File: config.mk
export PLATFORM = sky130hd
export DESIGN_NAME = enc_scan_arbiter
export DESIGN_NICKNAME = d
export VERILOG_FILES = /design/src/rtl/enc_scan_arbiter.sv
export SDC_FILE = /design/constraint.sdc
export NUM_CORES = 1
export LEC_CHECK = 0
export ABC_AREA = 1
export ABC_CLOCK_PERIOD_IN_PS = 5400
export CAP_MARGIN = 0
export CELL_PAD_IN_SITES_DETAIL_PLACEMENT = 1
export CELL_PAD_IN_SITES_GLOBAL_PLACEMENT = 2
export CORE_MARGIN = 2
export CORE_UTILIZATION = 33
export CTS_CLUSTER_SIZE = 24
export DETAILED_ROUTE_END_ITERATION = 10
export HOLD_SLACK_MARGIN = 0.05
export PLACE_DENSITY_LB_ADDON = 0.1
export SYNTH_ARGS = -nofsm -noshare
export SYNTH_HDL_FRONTEND = slang
export SYNTH_SLANG_ARGS = --single-unit
File: constraint.sdc
create_clock -name clk -period 5.4 [get_ports clk]
set_clock_uncertainty 0.2 [all_clocks]
set_input_delay 1.08 -clock clk [delete_from_list [all_inputs] [get_ports clk]]
set_output_delay 1.08 -clock clk [all_outputs]
set_load 0.005 [all_outputs]
File: src/rtl/enc_scan_arbiter.sv
// enc_scan_arbiter: one time-shared quadrature decoder serving NUM_ENC rotary
// encoders. A scan pointer visits one channel per cycle. Each channel keeps a
// wrapping detent position, a 3-bit sub-count, a pending-event flag and sticky
// err/ovf flags. A round-robin arbiter feeds pending events into a single
// valid/ready output register.
// Ports:
//   clk, rst_n       clock, async active-low reset
//   enc_a, enc_b     raw encoder pins (async, idle high), per channel
//   clr              per-channel synchronous clear
//   ev_valid/ready   event handshake; ev_chan/ev_dir/ev_pos are the payload
//   pos_flat         live positions, channel i at [i*POS_W +: POS_W]
//   err, ovf         sticky illegal-transition / overwritten-event flags
module enc_scan_arbiter #(
    parameter int unsigned NUM_ENC = 4,
    parameter int unsigned MAX_POS = 19,
    parameter int unsigned POS_W   = 5,
    parameter int unsigned CH_W    = 2
) (
    input  logic                     clk,
    input  logic                     rst_n,
    input  logic [NUM_ENC-1:0]       enc_a,
    input  logic [NUM_ENC-1:0]       enc_b,
    input  logic [NUM_ENC-1:0]       clr,
    output logic                     ev_valid,
    input  logic                     ev_ready,
    output logic [CH_W-1:0]          ev_chan,
    output logic                     ev_dir,
    output logic [POS_W-1:0]         ev_pos,
    output logic [NUM_ENC*POS_W-1:0] pos_flat,
    output logic [NUM_ENC-1:0]       err,
    output logic [NUM_ENC-1:0]       ovf
);

    localparam logic [1:0] AB_IDLE = 2'b11;

    // Position of an AB code in the forward sequence 11->10->00->01.
    function automatic logic [1:0] gidx(input logic [1:0] ab);
        case (ab)
            2'b11:   gidx = 2'd0;
            2'b10:   gidx = 2'd1;
            2'b00:   gidx = 2'd2;
            default: gidx = 2'd3;
        endcase
    endfunction

    logic [NUM_ENC-1:0] a_s1_q, a_s2_q, b_s1_q, b_s2_q;
    logic [CH_W-1:0]    scan_q, scan_d;
    logic [1:0]         ab_q   [NUM_ENC];
    logic [1:0]         ab_d   [NUM_ENC];
    logic signed [2:0]  sub_q  [NUM_ENC];
    logic signed [2:0]  sub_d  [NUM_ENC];
    logic [POS_W-1:0]   pos_q  [NUM_ENC];
    logic [POS_W-1:0]   pos_d  [NUM_ENC];
    logic [NUM_ENC-1:0] pend_q, pend_d, pdir_q, pdir_d;
    logic [NUM_ENC-1:0] err_q, err_d, ovf_q, ovf_d;
    logic               ev_valid_q, ev_valid_d, ev_dir_q, ev_dir_d;
    logic [CH_W-1:0]    ev_chan_q, ev_chan_d, last_q, last_d;
    logic [POS_W-1:0]   ev_pos_q, ev_pos_d;

    logic [CH_W-1:0]    cand, grant_ch;
    logic               found, grant_fire, ev_fire, ev_dir_new;
    logic [1:0]         new_ab, old_ab, step;
    logic signed [3:0]  sub_ext, sub_sum;

    // Two-flop synchronisers on every pin; reset to the idle-high level.
    always_ff @(posedge clk or negedge rst_n) begin
        if (!rst_n) begin
            a_s1_q <= '1;
            a_s2_q <= '1;
            b_s1_q <= '1;
            b_s2_q <= '1;
        end else begin
            a_s1_q <= enc_a;
            a_s2_q <= a_s1_q;
            b_s1_q <= enc_b;
            b_s2_q <= b_s1_q;
        end
    end

    // Per-channel and output state registers.
    always_ff @(posedge clk or negedge rst_n) begin
        if (!rst_n) begin
            for (int i = 0; i < int'(NUM_ENC); i++) begin
                ab_q[i]  <= AB_IDLE;
                sub_q[i] <= '0;
                pos_q[i] <= '0;
            end
            scan_q     <= '0;
            pend_q     <= '0;
            pdir_q     <= '0;
            err_q      <= '0;
            ovf_q      <= '0;
            ev_valid_q <= 1'b0;
            ev_chan_q  <= '0;
            ev_dir_q   <= 1'b0;
            ev_pos_q   <= '0;
            last_q     <= CH_W'(NUM_ENC - 1);
        end else begin
            for (int i = 0; i < int'(NUM_ENC); i++) begin
                ab_q[i]  <= ab_d[i];
                sub_q[i] <= sub_d[i];
                pos_q[i] <= pos_d[i];
            end
            scan_q     <= scan_d;
            pend_q     <= pend_d;
            pdir_q     <= pdir_d;
            err_q      <= err_d;
            ovf_q      <= ovf_d;
            ev_valid_q <= ev_valid_d;
            ev_chan_q  <= ev_chan_d;
            ev_dir_q   <= ev_dir_d;
            ev_pos_q   <= ev_pos_d;
            last_q     <= last_d;
        end
    end

    // Arbitration, decode of the scanned channel, then clears (clr has the last word).
    always_comb begin
        ab_d       = ab_q;
        sub_d      = sub_q;
        pos_d      = pos_q;
        pend_d     = pend_q;
        pdir_d     = pdir_q;
        err_d      = err_q;
        ovf_d      = ovf_q;
        ev_valid_d = ev_valid_q;
        ev_chan_d  = ev_chan_q;
        ev_dir_d   = ev_dir_q;
        ev_pos_d   = ev_pos_q;
        last_d     = last_q;
        scan_d     = (scan_q == CH_W'(NUM_ENC - 1)) ? '0 : scan_q + CH_W'(1);
        cand       = '0;
        found      = 1'b0;
        grant_ch   = '0;
        grant_fire = 1'b0;
        ev_fire    = 1'b0;
        ev_dir_new = 1'b0;

        // Round-robin search starting just after the last grant.
        for (int k = 1; k <= int'(NUM_ENC); k++) begin
            cand = CH_W'((int'(last_q) + k) % int'(NUM_ENC));
            if (!found && pend_q[cand]) begin
                found    = 1'b1;
                grant_ch = cand;
            end
        end

        if (!ev_valid_q || ev_ready) begin
            ev_valid_d = found;
            if (found) begin
                grant_fire       = 1'b1;
                ev_chan_d        = grant_ch;
                ev_dir_d         = pdir_q[grant_ch];
                ev_pos_d         = pos_q[grant_ch];
                last_d           = grant_ch;
                pend_d[grant_ch] = 1'b0;
            end
        end

        new_ab  = {a_s2_q[scan_q], b_s2_q[scan_q]};
        old_ab  = ab_q[scan_q];
        step    = gidx(new_ab) - gidx(old_ab);
        sub_ext = {sub_q[scan_q][2], sub_q[scan_q]};
        case (step)
            2'd1:    sub_sum = sub_ext + 4'sd1;
            2'd3:    sub_sum = sub_ext - 4'sd1;
            default: sub_sum = sub_ext;
        endcase

        // A step of 2 means both pins flipped between samples.
        if (step == 2'd2) begin
            err_d[scan_q] = 1'b1;
            sub_d[scan_q] = '0;
        end else if (step != 2'd0) begin
            if (new_ab == AB_IDLE) begin
                sub_d[scan_q] = '0;
                if (sub_sum == 4'sd4) begin
                    ev_fire       = 1'b1;
                    ev_dir_new    = 1'b1;
                    pos_d[scan_q] = (pos_q[scan_q] == POS_W'(MAX_POS)) ? '0
                                    : pos_q[scan_q] + POS_W'(1);
                end else if (sub_sum == -4'sd4) begin
                    ev_fire       = 1'b1;
                    ev_dir_new    = 1'b0;
                    pos_d[scan_q] = (pos_q[scan_q] == '0) ? POS_W'(MAX_POS)
                                    : pos_q[scan_q] - POS_W'(1);
                end
            end else begin
                sub_d[scan_q] = sub_sum[2:0];
            end
        end
        ab_d[scan_q] = new_ab;

        // A pending event being granted this cycle is delivered, not overwritten.
        if (ev_fire) begin
            if (pend_q[scan_q] && !(grant_fire && grant_ch == scan_q)) begin
                ovf_d[scan_q] = 1'b1;
            end
            pend_d[scan_q] = 1'b1;
            pdir_d[scan_q] = ev_dir_new;
        end

        for (int i = 0; i < int'(NUM_ENC); i++) begin
            if (clr[i]) begin
                pos_d[i]  = '0;
                sub_d[i]  = '0;
                pend_d[i] = 1'b0;
                err_d[i]  = 1'b0;
                ovf_d[i]  = 1'b0;
                ab_d[i]   = {a_s2_q[i], b_s2_q[i]};
            end
        end
    end

    always_comb begin
        for (int i = 0; i < int'(NUM_ENC); i++) begin
            pos_flat[i*POS_W +: POS_W] = pos_q[i];
        end
    end

    assign ev_valid = ev_valid_q;
    assign ev_chan  = ev_chan_q;
    assign ev_dir   = ev_dir_q;
    assign ev_pos   = ev_pos_q;
    assign err      = err_q;
    assign ovf      = ovf_q;

endmodule
# Word-level counts from Yosys, hierarchy flattened
# Cells that the tools add are included.
# op_classes
n_reduce_logical	55
add_sub_neg	10
bitwise	9
eq_ne	16
n_mux	106
order_cmp	11
# op_table
cell	count
two-way mux 20 bit	5
two-way mux 5 bit	11
nonzero test 2 bit	21
bitwise mux 20 bit	2
two-way mux 1 bit	37
two-way mux 12 bit	3
two-way mux 2 bit	12
two-way mux 4 bit	6
nonzero test 3 bit	8
two-way mux 3 bit	7
binary-select mux 5 bit (select 2 bit)	2
less-than comparator 2 x 3 -> 1 bit (second input constant)	6
binary-select mux 1 bit (select 2 bit)	8
AND reduction 4 bit	4
== test 2 bit (second input constant)	7
AND 12 bit	1
bitwise mux 12 bit	1
NOT 12 bit	1
bitwise OR 4 bit	3
one-hot mux 2 bit (3 select lines)	2
demux 5 bit (select 2 bit)	1
AND reduction 2 bit	5
bitwise mux 8 bit	1
logical AND 1 bit	8
30 further kinds	45
# totals
regBits	85
out_inout_bits	37
word_cells	239

# Depth between registers and ports, before layout
# Gate-level depths: netlist of the first run.
# logic_depth
ltp_word	24
depth_mapped	25

# Worst setup path after synthesis of the first run
# No wires, ideal clock.
# synth_timing
kind	reg2reg
from	reg scan_q[0]
to	reg pos_q, in the netlist pos_flat[4]
arrival_time_ns	3.645
setup_slack_ns	1.437
path_stages_with_launch	20
setup_time_ns	0.118
path_buffers	3
path_cell_list	dfrtp_1 inv_2 buf_2 buf_1 nand2_1 a32oi_1 inv_1 ha_1 ha_1 clkbuf_1 nor2_1 fa_1 o21ai_0 nand2_1 nor2_2 nand2_4 nor2_1 nor2_1 nand2_1 nand2_1
# synth_between
elab_chain_len	15
# synth_lines
element	line	rtl
start: declaration	47	logic [CH_W-1:0] scan_q, scan_d;
start signal: assignment	104	scan_q <= scan_d;
NOT 2 -> 3 bit	-	
binary-select mux 2 bit (select 2 bit)	161	old_ab = ab_q[scan_q];
two-way mux 2 bit (implied by the code) (2 in series)	161	
== test 2 bit or zero test 2 bit (tied branches)	38	case (ab)
one-hot mux 2 bit (3 select lines)	38	
subtractor 2 bit	162	step = gidx(new_ab) - gidx(old_ab);
== test 2 bit or == test 2 x 1 -> 1 bit (tied branches)	164	case (step)
one-hot mux 4 bit (2 select lines)	164	
== test 4 bit	177	if (sub_sum == 4'sd4) begin
two-way mux 20 bit	177	
two-way mux 20 bit	175	if (new_ab == AB_IDLE) begin
two-way mux 20 bit	174	end else if (step != 2'd0) begin
two-way mux 20 bit	171	if (step == 2'd2) begin
two-way mux 5 bit	204	if (clr[i]) begin
end signal: indexed assignment	102	pos_q[i] <= pos_d[i];
end: declaration	52	logic [POS_W-1:0] pos_q [NUM_ENC];
# Several ways; a longest one is shown, not always the timed one. The select of a mux whose other input is x is not followed.
# A chain may end at the register's enable or synchronous reset.

# Final worst setup path of the first run
# layout_timing
from	reg scan_q[0]
to	reg pos_q, in the netlist pos_flat[14]
# Same word-level chain as after synthesis.

==> results.md, run 1 <==
- The startpoint-to-endpoint class of the critical path is reg -> reg.
- The biggest area contributor in the post-synthesis netlist is sky130_fd_sc_hd__dfrtp_1.
- Measured in cells, the most critical reg-to-reg path has a length of 17.
- The switching portion of total power is 0.344.
- Dividing the detail-routed wire length by the instance count gives 17.7 um.
- The internal power of the cells totals 0.00119 W.
- Summing every instance area after synthesis gives 0.00477 mm2.
- The detailed-placement wirelength estimate is 11.5 mm.
- The relative slew slack is 0.547.
- The number of antenna diodes in the final layout is 0.
- Summed over all cells, the static leakage comes to 2.80 nW.
- The initial antenna violation count is 0.
- The startpoint of the lowest-slack hold path is a_s1_q[1].
- The number of optimization iterations in the first detailed-route pass is 4.
- The remaining antenna violation count after routing is 0.
- In the final timing run, aggregate negative setup slack is 0 ns.
- Setup repair after global routing left no endpoint under its margin.
- The category of cells accounting for the largest share of critical-path delay is simple AND/OR/NAND/NOR gates.
- The share of synthesized area in the top cell type comes to 0.309.
- The wire length after detailed routing is 15.4 mm.
- The placeable core area is 0.0140 mm2.
- The register-to-register path setup slack is 0.99 ns.
- Counting every net in the synthesized netlist gives 662.
- In the routed design, unresolved DRC markers number 0.
- For this design the ratio of total power to cell area is 315 mW/mm2.
- The detailed router placed 4319 vias in this run.
- Pin placement for this block handled 52 I/O pins.
- For this run, the slowest stage of the critical path takes 0.52 ns.
- The total of cells resized after clock tree synthesis is 0.
- The synthesized design contains 85 register bits.
- The unique cell type count in the Yosys netlist is 40.
- The portion of the post-synthesis area used by sequential elements is 0.452.
- The final instance count without filler cells is 868.
- The end of the worst register-to-register path is pos_flat[14].
- The remaining global-route overflow is 0.
- The worst hold path terminates at a_s2_q[1].
- The startpoint type of the worst setup path is a register.
- The final-stage net count is 713.
- Of the total power, the clock network draws 0.341.
- The switching power of the nets is 0.000624 W.
- The total number of H-tree levels is 3.
- The fraction of power consumed by combinational cells is 0.243.
- Buffers inserted to repair hold after CTS numbered 0.
- The via count of the first global-routing pass was 4528.
- The critical path buffer and inverter count is 2.
- The count of final setup violators is 0.
- After synthesis, the share of flip-flops with an asynchronous set or reset is 1.00.
- The Yosys step of the flow raised 0 warnings.
- The count of cells along the worst hold path is 0.
- By area the synthesized netlist is led by sky130_fd_sc_hd__dfrtp_1 (31%), sky130_fd_sc_hd__nand2_1 (15%), sky130_fd_sc_hd__dfstp_2 (14%).
- The share of the clock period used by the worst path is 0.817.
- The worst register-to-register path begins at scan_q[0].
- The largest individual stage delay along the critical path comes from the cell sky130_fd_sc_hd__nor2_1.
- The flow ran to the end, and the final reports show no timing, DRC or antenna violations.
- The flip-flop cell with the highest count after synthesis is sky130_fd_sc_hd__dfrtp_1.
- In this run the worst hold path is classified as reg -> reg.
- The detailed-route vias per instance is 4.98.
- Entering global routing, the biggest net connects 49 pins.
- Routability-driven placement finished with a final weighted congestion of 0.820.
- The later pin in the worst-skew pair is clocked with a latency of 0.36 ns.
- The worst-case vdd ir drop is 0.157 mV.
- The mean post-synth cell area is 7.55 um2.
- The achievable clock frequency is 0.227 GHz.
- In this run the tool buffered the top-level ports with 51 buffer cells.
- The clock period minus final worst setup slack is 4.41 ns.
- Measured along the y axis, the die boundary spans 124 um.
- Of all nets on the critical path, the largest fanout is 24.
- The number of placed instances, taps included, is 852.
- The count of standard-cell rows is 43.
- The die is 124 um wide.
- The post-CTS setup buffer count is 0.
- The area overhead of the layout relative to synthesis is 20.5%.
- For this configuration, the core starts out at a cell density of 0.341.
- The clock slew seen by the registers of the worst setup and hold paths is 0.07 ns.
- The synthesized design contains 0 enable-type register cells.
- Max-cap violations in this run came to 0.
- The number of clock sinks is 85.
- The count of endpoints failing hold in the final timing report is 0.
- The first global-routing pass estimated 25.0 mm of wire.
- The first-iteration detailed-routing DRC count is 187.
- Of the total power, registers draw 0.416.
- Data on the critical path is required at its endpoint by 5.49 ns.
- At the worst endpoint, the arrival time is 4.50 ns.
- Traced cell by cell, the critical path runs through buf_4, nand2_1, a32oi_1, inv_1, ha_1, ha_1, nor2_1, fa_1, a21oi_1, o21ai_0, nand2_1, nor2_2, nand2_4, nor2_1, nor2_1, nand2_1, nand2_1.
- Counting the buffers created by CTS gives 9.
- In the synthesized netlist, the number of instances is 632.
- By instance count, the cell type seen most on the critical path is sky130_fd_sc_hd__nand2_1.
- By count the netlist is led by sky130_fd_sc_hd__nand2_1 (196), sky130_fd_sc_hd__inv_1 (68), sky130_fd_sc_hd__dfrtp_1 (59).
- The fraction of final layout cells with drive strength greater than 1 is 0.121.
- The cell with the most instances after synthesis is sky130_fd_sc_hd__nand2_1.
- The max-slew violation total from the final report came to 0.
- At the pin with the least slew margin, the transition time is 0.679 ns.
- The worst setup path is captured at a register.
- TritonCTS built the clock tree.
- The die area is 0.0154 mm2.
- Counting along the longest clock path gives a buffer depth of 2.
- The global routing usage summed across all routing layers is 0.206.
- The cell at the root of the clock tree is sky130_fd_sc_hd__clkbuf_16.
flip-flops by register name, indices dropped and copies added, names as in the netlist:
register	flops
last_q	2
err	4
a_s2_q	4
b_s2_q	4
pos_flat	20
pend_q	4
sub_q	12
ev_dir	1
ev_valid	1
ab_q	8
scan_q	2
ev_chan	2
a_s1_q	4
ev_pos	5
ovf	4
b_s1_q	4
pdir_q	4
power by group through the flow:
| stage | Clock (W) | Combinational, W | Sequential, W |
|---|---|---|---|
| final | 0.000619 | 0.000440 | 0.000754 |
| after global routing | 0.000664 | 0.000504 | 0.000764 |
| after CTS | 0.000637 | 0.000444 | 0.000755 |
| after detailed placement | 0 | 0.000442 | 0.000766 |
| after global placement | 0 | 0.000431 | 0.000765 |
| after floorplan | 0 | 0.000293 | 0.000753 |
per-layer routing:
metal / up-vias / wire length [um] / track usage
li1: 2123 / - / -
met1: 2116 / 7550 / 0.284
met2: 64 / 7120 / 0.333
met3: 16 / 467 / 0.0318
met4: 0 / 227 / 0.0661
met5: - / 0 / 0
worst max path at each step:
stage | from | to | slack [ns] | cells after the start
finish | scan_q[0] | pos_flat[14] | 0.99 | 17
global route | scan_q[0] | pos_flat[14] | 0.56 | 23
CTS | scan_q[0] | pos_flat[10] | 1.05 | 18
detailed placement | scan_q[0] | pos_flat[10] | 1.07 | 18
global placement | scan_q[0] | pos_flat[13] | 1.22 | 21
floorplan | scan_q[0] | pos_flat[4] | 1.44 | 19
layout make-up:
cell class,count,area (um2)
clock buffer,9,225
clock inverter,7,65.1
fill,1740,8240
inverter,75,282
multi-input combinational,456,2250
sequential,85,2160
tap,180,225
timing repair buffer,56,546
kinds of logic after synthesis:
kind of cell	after synthesis	synth area share
compound gates	106	0.125
xor+xnor	6	0.0110
fa+ha+maj	15	0.0409
buf+inv	91	0.0765
flops	85	0.452
simple gates	329	0.294
layout by cell type, fill, tap and decap left out, types with 9 or more instances in the layout:
| master | instances |
|---|---|
| sky130_fd_sc_hd__inv_1 | 68 |
| sky130_fd_sc_hd__nor2_1 | 54 |
| sky130_fd_sc_hd__dfrtp_1 | 59 |
| sky130_fd_sc_hd__nand2_2 | 14 |
| sky130_fd_sc_hd__clkdlybuf4s50_1 | 50 |
| sky130_fd_sc_hd__a21oi_1 | 21 |
| sky130_fd_sc_hd__clkbuf_16 | 9 |
| sky130_fd_sc_hd__nand3_1 | 44 |
| sky130_fd_sc_hd__o21ai_0 | 54 |
| sky130_fd_sc_hd__dfstp_2 | 26 |
| sky130_fd_sc_hd__ha_1 | 14 |
| sky130_fd_sc_hd__nand2_1 | 196 |
metrics by stage:
step	total power [W]	hold WS [ns]	area, um2	setup WS [ns]	utilization
2_1_floorplan	0.00105	0.145	4770	1.44	-
4_1_cts	0.00184	0.157	5750	1.05	0.411
3_5_place_dp	0.00121	0.147	5460	1.07	0.390
5_1_grt	0.00193	0.158	5750	0.561	0.411
3_3_place_gp	0.00120	0.146	5460	1.22	0.390
6_report	0.00181	0.154	5750	0.991	0.411
(Power assumes the default switching activity.)
==> run 2, diff against run 1 <==
--- a/config.mk
+++ b/config.mk
@@ -6,7 +6,7 @@
 export NUM_CORES = 1
 export LEC_CHECK = 0
 export ABC_AREA = 1
-export ABC_CLOCK_PERIOD_IN_PS = 5400
+export ABC_CLOCK_PERIOD_IN_PS = 4150
 export CAP_MARGIN = 0
 export CELL_PAD_IN_SITES_DETAIL_PLACEMENT = 1
 export CELL_PAD_IN_SITES_GLOBAL_PLACEMENT = 2
==> constraint.sdc (replaced) <==
create_clock -name clk -period 4.15 [get_ports clk]
set_clock_uncertainty 0.2 [all_clocks]
set_input_delay 0.83 -clock clk [delete_from_list [all_inputs] [get_ports clk]]
set_output_delay 0.83 -clock clk [all_outputs]
set_load 0.005 [all_outputs]
==> run 2 against run 1 <==
Against the previous run:
- clock power rose by 37%
- sequential share of layout area decreased by 0.69 points
- routed wire length rose by 1.5%
- power is 33% higher
- non-clock buffer count is 8 higher
- combinational power up 32%
- die area did not move
- sequential power increased by 30%
- largest power group unchanged
==> results.md, run 2 (synthesis gave the netlist of run 1 again) <==
- The count of cells along the worst hold path is 0.
- The worst setup path is of the reg -> reg kind.
- Setup violations remaining at the end of the flow were counted as 0.
- The peak fanout along the critical path is 10.
- The register with the most flip-flops in the layout has 20 of them.
- The via total after detailed routing is 4432.
- Grouping stages by cell kind, the critical path spends the most delay in simple AND/OR/NAND/NOR gates.
- CTS built an H-tree with a depth of 3.
- The clock slew seen by the registers of the worst setup and hold paths is 0.08 ns.
- The achievable clock frequency is 0.256 GHz.
- The initial antenna violation count is 0.
- The detailed-placement wirelength estimate is 11.9 mm.
- Overall power consumption after layout is estimated at 0.00241 W.
- The die width is 124 um.
- The clock period minus final worst setup slack is 3.90 ns.
- IR analysis of the VDD net gives a maximum drop of 0.198 mV.
- The final worst setup slack is 0.250 ns.
- Summed over all cells, the static leakage comes to 2.84 nW.
- The power density over the cells is 410 mW/mm2.
- The run finished with clean final reports.
- The most critical setup path has its startpoint at scan_q[0].
- The placed instance count is 858.
- The DRC violations left is 0.
- From bottom edge to top edge, the die measures 124 um.
- TritonCTS built the clock tree.
- The critical path buffer and inverter count is 3.
- The CTS buffer count is 9.
- The final antenna diode count is 0.
- The initial utilization of the core area, before any placement, comes to 0.341.
- The end of the worst register-to-register path is pos_flat[6].
- The cell depth of the worst flop-to-flop path is 19.
- Traced cell by cell, the critical path runs through inv_4, nand2_1, a32oi_1, inv_1, ha_1, ha_1, xor2_1, nand2_1, nand2_1, inv_1, nor2_4, fa_1, o21ai_1, nand2_1, nor2_2, nand2_4, nor2_2, nand3_1, nand2_1.
- The worst slack at placement is -0.0582 ns.
- The worst setup path is launched from a register.
- The count of endpoints failing hold in the final timing report is 0.
- The placeable core area is 0.0140 mm2.
- In the global route stage, overall resource usage came out at 0.207.
- The slowest stage of the critical path belongs to the cell sky130_fd_sc_hd__dfrtp_2.
- The number of buffers added on ports is 51.
- The cell that appears most often on the critical path is sky130_fd_sc_hd__nand2_1.
- Once detail routing completed, the nets flagged for antenna violations numbered 0.
- The delay contributed by the slowest stage of the critical path is 0.49 ns.
- The global placer's final weighted congestion is 0.851.
- After the first detailed-routing iteration, the DRC count stood at 228.
- The type of the tightest min-delay check is reg -> reg.
- In the final layout, the share of cells above drive strength 1 is 0.141.
- The wire length of the first global-routing pass is 25.4 mm.
- The cell sitting at the root of the clock tree is a sky130_fd_sc_hd__clkbuf_16.
- Dividing the detail-routed wire length by the instance count gives 17.8 um.
- The number of clock sinks is 85.
- The worst register-to-register path begins at scan_q[0].
- The I/O pin total is 52.
- In the layout the commonest cells are sky130_fd_sc_hd__nand2_1 (195), sky130_fd_sc_hd__inv_1 (68), sky130_fd_sc_hd__dfrtp_1 (57).
- After clock tree synthesis, the flow added hold-fix buffers numbering 0.
- The final-stage net count is 721.
- The share of the clock period used by the worst path is 0.940.
- Headroom to the max-slew limit came out at 0.578.
- The max-slew violation total from the final report is 0.
- The count of standard-cell rows is 43.
- The worst hold path begins at b_s1_q[3].
- The slew at the pin closest to its max-slew limit is 0.633 ns.
- The finished layout holds 876 standard cells, fillers aside.
- The floorplan step defined a die boundary enclosing 0.0154 mm2.
- The wire length after detailed routing is 15.6 mm.
- The arrival time of data at the critical path endpoint is 3.99 ns.
- STA classifies the critical path endpoint as a register.
- The count of cell instances traversed by the critical path is 19.
- From synthesis to final layout, the design area changed by 22.9%.
- The number of optimization iterations in the first detailed-route pass is 4.
- The commonest non-fill, non-tap cell in the layout is sky130_fd_sc_hd__nand2_1.
- The remaining global-route overflow is 0.
- The latest clock arrival within the worst-skew pair is 0.35 ns.
- For the worst setup path, the data required time is 4.24 ns.
- The endpoint of the worst setup timing path is pos_flat[6].
- Using the TritonRoute via totals, the vias-per-cell ratio works out to 5.06.
- The max-cap check violation count is 0.
- The via count of the first global-routing pass is 4609.
- The worst-case clock buffer depth is 2.
- The largest net degree at the start of global routing is 47.
- The register-to-register path setup slack is 0.25 ns.
-- run 2: cell types whose count changed in the layout (fill, tap and decap cells not counted), moves of 2 or more --
cell / change
sky130_fd_sc_hd__buf_4: +8
sky130_fd_sc_hd__nor2_1: -4
sky130_fd_sc_hd__nor2_4: +3
sky130_fd_sc_hd__clkinv_8: +2
sky130_fd_sc_hd__dfrtp_1: -2
sky130_fd_sc_hd__dfrtp_2: +2
sky130_fd_sc_hd__o21ai_0: -2
sky130_fd_sc_hd__o21ai_1: +2
-- run 2: area by class of cell --
type	count	area, um2
multi-input cells	456	2280
flip-flops and latches	85	2160
repair buffers	64	606
well taps	180	225
fillers	1738	8120
inverters	75	284
clock inverters	7	86.3
clock buffers	9	225
-- run 2: worst min-delay path by stage --
stage                 to  slack, ns
3_3_place_gp   a_s2_q[0]       0.15
2_1_floorplan  a_s2_q[0]       0.15
5_1_grt        b_s2_q[2]       0.16
4_1_cts        b_s2_q[3]       0.16
3_5_place_dp   a_s2_q[3]       0.15
6_report       b_s2_q[3]       0.16
-- run 2: timing repair --
item	CTS	global route
endpoints found under the setup margin	10	32
gates resized for setup	3	10
buffers inserted	0	2
-- run 2: routing by layer --
layer  routed length (um)  GRT usage
met2                 7030      0.320
met5                    0          0
met4                  278     0.0635
met3                  433     0.0241
met1                 7840      0.303
-- run 2: where the power goes --
part	internal, W	switching (W)	total [W]
clock network	0.000436	0.000409	0.000845
registers	0.000929	0.0000516	0.000980
logic	0.000204	0.000379	0.000583
total	0.00157	0.000840	0.00241
-- run 2: metrics by stage --
stage	hold slack, ns	util	TNS, ns	cell area, um2
floorplan	0.145	-	0	4770
global placement	0.146	0.394	0	5510
detailed placement	0.147	0.394	-0.438	5510
CTS	0.159	0.416	0	5820
global route	0.164	0.419	-0.00406	5870
finish	0.157	0.419	0	5870
==> variant 1, RTL diff (settings of run 1) <==
Change the parameter `CH_W` from 2 to 3.
--- a/src/rtl/enc_scan_arbiter.sv
+++ b/src/rtl/enc_scan_arbiter.sv
@@ -15,5 +15,5 @@
     parameter int unsigned MAX_POS = 19,
     parameter int unsigned POS_W   = 5,
-    parameter int unsigned CH_W    = 2
+    parameter int unsigned CH_W    = 3
 ) (
     input  logic                     clk,
Interface: changed (resized ev_chan); port bits go from 52 to 53. No check against the original RTL was run, so the function may have changed too.
==> variant 1 against run 1 <==
First-iteration DRC count down 24%. Synthesized cell count up 0.95%. Area after synthesis up 1.2%. Design area up 0.15%. Worst setup slack worse by 120 ps. Non-clock buffer count down 1. Sequential share of layout area up 0.38 points. Total power down 3.0%. Count of clock-buffer cells in the layout up 1. Sequential cell count up 1. Routed wire length up 0.46%. Largest power group unchanged.
==> variant 1: results <==
export IMPL_endpoint="pos_flat[0]$_DFFE_PN0P_"
export IMPL_gp_congestion=0.818
export IMPL_grt_use_met3_pct=2.82
export IMPL_worstSetupStartpoint="scan_q[1]$_DFF_PN0_"
export IMPL_synth_common_cells="nand2_1 (228), inv_1 (66), dfrtp_1 (60), o21ai_0 (44), nor2_1 (42)"
export IMPL_drt_iter0_markers=142
export IMPL_vias_per_cell=4.99
export IMPL_status="completed"
export IMPL_final_nets=717
export IMPL_ff2ff_setup_slack_ps=870
export IMPL_yosysSeqAreaShare_pct=45.2
export IMPL_grt_pass1_wl_um=25100
export IMPL_synthXorXnorAreaFrac_pct=1.09
export IMPL_p_int_mw=1.18
export IMPL_synthAdderAreaFrac_pct=4.04
export IMPL_dr_wl_met2_um=7180
export IMPL_cp_slowest_cell="dfrtp_1"
export IMPL_synth_compound_area_share_pct=13.1
export IMPL_grt_pass1_vias=4664
export IMPL_drive_above_1_share_pct=10.3
export IMPL_vdd_drop_max_mv=0.155
export IMPL_wl_met3_um=387
export IMPL_min_from="a_s1_q[3]$_DFF_PN1_"
export IMPL_cp_max_fo=20
export IMPL_grt_use_met1_pct=28.3
export IMPL_fillers=1770
export IMPL_synth_nets=668
export IMPL_grtUsageMet2_pct=32.9
export IMPL_max_stage_delay_ps=660
export IMPL_worst_slew_pin_slew_ps=1030
export IMPL_p_leak_nw=2.78
export IMPL_arrival_ps=4570
[variant 1: cells by family (layout without fill, tap and decap cells)]
family / Yosys count / count (layout)
XOR/XNOR: 6 / 6
AO/OA/AOI/OAI: 109 / 109
buffers and inverters: 88 / 142
other: 1 / 1
flip-flops: 86 / 86
adder cells (fa/ha/maj): 15 / 15
AND/OR/NAND/NOR: 333 / 333
[variant 1: how the worst min path moves through the flow]
stage / endpoint / slack (ps) / depth (start not counted)
global placement: b_s2_q[1]$_DFF_PN1_ / 150 / 0
global route: b_s2_q[2]$_DFF_PN1_ / 160 / 0
floorplan: a_s2_q[0]$_DFF_PN1_ / 150 / 0
CTS: a_s2_q[3]$_DFF_PN1_ / 160 / 0
finish: a_s2_q[3]$_DFF_PN1_ / 160 / 0
detailed placement: a_s2_q[3]$_DFF_PN1_ / 150 / 0
[variant 1: area by class of cell]
| class | instances | share of cell area, % |
|---|---|---|
| Clock buffer | 10 | 3.97 |
| Clock inverter | 6 | 0.630 |
| Inverter | 71 | 4.67 |
| Multi-Input combinational cell | 464 | 39.5 |
| Sequential cell | 86 | 37.9 |
| Tap cell | 184 | 4.00 |
| Timing Repair Buffer | 55 | 9.34 |
[variant 1: metrics by stage]
stage	utilization (%)	total power, mW	cell area (µm²)	worst slack (ps)	cells
after floorplan	-	1.04	4830	1440	638
after global placement	38.1	1.18	5500	1050	860
after detailed placement	38.1	1.20	5500	863	860
after CTS	39.9	1.78	5760	853	876
after global routing	39.9	1.87	5760	445	876
final	39.9	1.76	5760	869	876
[variant 1: power groups by stage]
stage               registers [mW]  clock network, mW  logic (mW)
finish                       0.759              0.576       0.423
global route                 0.768              0.619       0.483
CTS                          0.759              0.595       0.428
detailed placement           0.770                  0       0.426
global placement             0.768                  0       0.415
floorplan                    0.757                  0       0.282
==> variant 2, RTL diff (flow settings as in run 1) <==
Without the edit above. Register the output `err` once more, without a reset; this adds one clock of latency there. The other outputs are not delayed to match.
--- a/src/rtl/enc_scan_arbiter.sv
+++ b/src/rtl/enc_scan_arbiter.sv
@@ -223,5 +223,7 @@
     assign ev_dir   = ev_dir_q;
     assign ev_pos   = ev_pos_q;
-    assign err      = err_q;
+    always_ff @(posedge clk) begin
+        err <= err_q;
+    end
     assign ovf      = ovf_q;
 
Formal check against the unedited RTL: not equivalent (a bounded check fails within 4 cycles, from zero or initial values and one cycle with rst_n low).
==> variant 2 against run 1 <==
Area after synthesis is 1.5% higher. First-iteration DRC count is 34% higher. Critical endpoint is now pos_flat[0]$_DFFE_PN0P_. Routed wire length is 0.18% higher. Die area is 1.5% higher. Design area is 1.2% higher. Worst setup slack worse by 82 ps. Total power is 7.5% higher. Sequential cell count is 4 higher. Clock power is 4.7% higher. Synthesized cell count is 1.4% higher. Largest cell class is now sequential cells. Global-route usage is 0.095 points higher. Core utilization is 0.77 points lower.
==> variant 2: results <==
export IMPL_synth_common_cells="nand2_1 (207), inv_1 (71), dfrtp_1 (59), nor2_1 (51), o21ai_0 (49)"
export IMPL_slew_headroom_pct=53.0
export IMPL_async_flop_share_pct=95.5
export IMPL_p_int_mw=1.28
export IMPL_cp_slowest_cell="fa_1"
export IMPL_fillers=1777
export IMPL_gp_congestion=0.837
export IMPL_status="completed"
export IMPL_finalNonFillerCells=878
export IMPL_vias_per_cell=4.94
export IMPL_seq_power_mw=0.795
export IMPL_yosysSeqAreaShare_pct=46.2
export IMPL_final_nets=719
export IMPL_post_dp_hpwl_um=11400
export IMPL_max_stage_delay_ps=470
export IMPL_clockPowerShare_pct=33.3
export IMPL_dpl_cell_count=862
export IMPL_ys_types=35
export IMPL_place_area_um2=5510
export IMPL_p_leak_nw=2.80
export IMPL_vdd_drop_max_mv=0.169
export IMPL_grt_max_degree=56
export IMPL_synth_nets=671
export IMPL_arrival_ps=4540
export IMPL_yosys_top_cells_area="dfrtp_1 (30%), nand2_1 (16%), dfstp_2 (14%), inv_1 (5.5%), o21ai_0 (5.1%)"
export IMPL_netlist_instances=641
==> variant 2: kinds of logic (layout without fill, tap and decap cells) <==
family	after synthesis	in the layout	share of synthesized area, %
xor+xnor	7	7	1.26
fa+ha+maj	15	15	4.03
flops	89	89	46.2
simple gates	335	335	28.9
buf+inv	93	146	7.87
compound gates	102	102	11.7
==> variant 2: layer usage <==
layer  share of wire, %  global-route usage, %
met2                 45                   31.6
met1                 50                   30.2
met3                3.2                   2.57
met5                  0                      0
met4                1.8                   7.52
==> variant 2: path summary, 6_finish.rpt <==
kind | startpoint | end | slack (ps) | depth (start not counted)
max in group asynchronous | rst_n | pos_flat[7]$_DFFE_PN0P_ | 3490 | 2
min in group asynchronous | rst_n | sub_q[4]$_DFFE_PN0P_ | 570 | 1
hold / removal | b_s1_q[2]$_DFF_PN1_ | b_s2_q[2]$_DFF_PN1_ | 160 | 0
hold reg to reg | b_s1_q[2]$_DFF_PN1_ | b_s2_q[2]$_DFF_PN1_ | 160 | 0
setup / recovery | scan_q[0]$_DFF_PN0_ | pos_flat[0]$_DFFE_PN0P_ | 910 | 20
setup reg to reg | scan_q[0]$_DFF_PN0_ | pos_flat[0]$_DFFE_PN0P_ | 910 | 20
==> variant 2: area by class of cell <==
class / count / area share [%]
clock buffers: 11 / 4.54
multi-input cells: 459 / 38.2
well taps: 184 / 3.96
inverters: 76 / 4.90
flip-flops and latches: 89 / 38.5
repair buffers: 54 / 9.12
clock inverters: 5 / 0.753
==> variant 2: per-stage QoR <==
step,hold WS (ps),total power [mW]
final,155,1.95
after global routing,160,2.07
after CTS,157,1.97
after detailed placement,147,1.32
after global placement,146,1.30
after floorplan,145,1.15
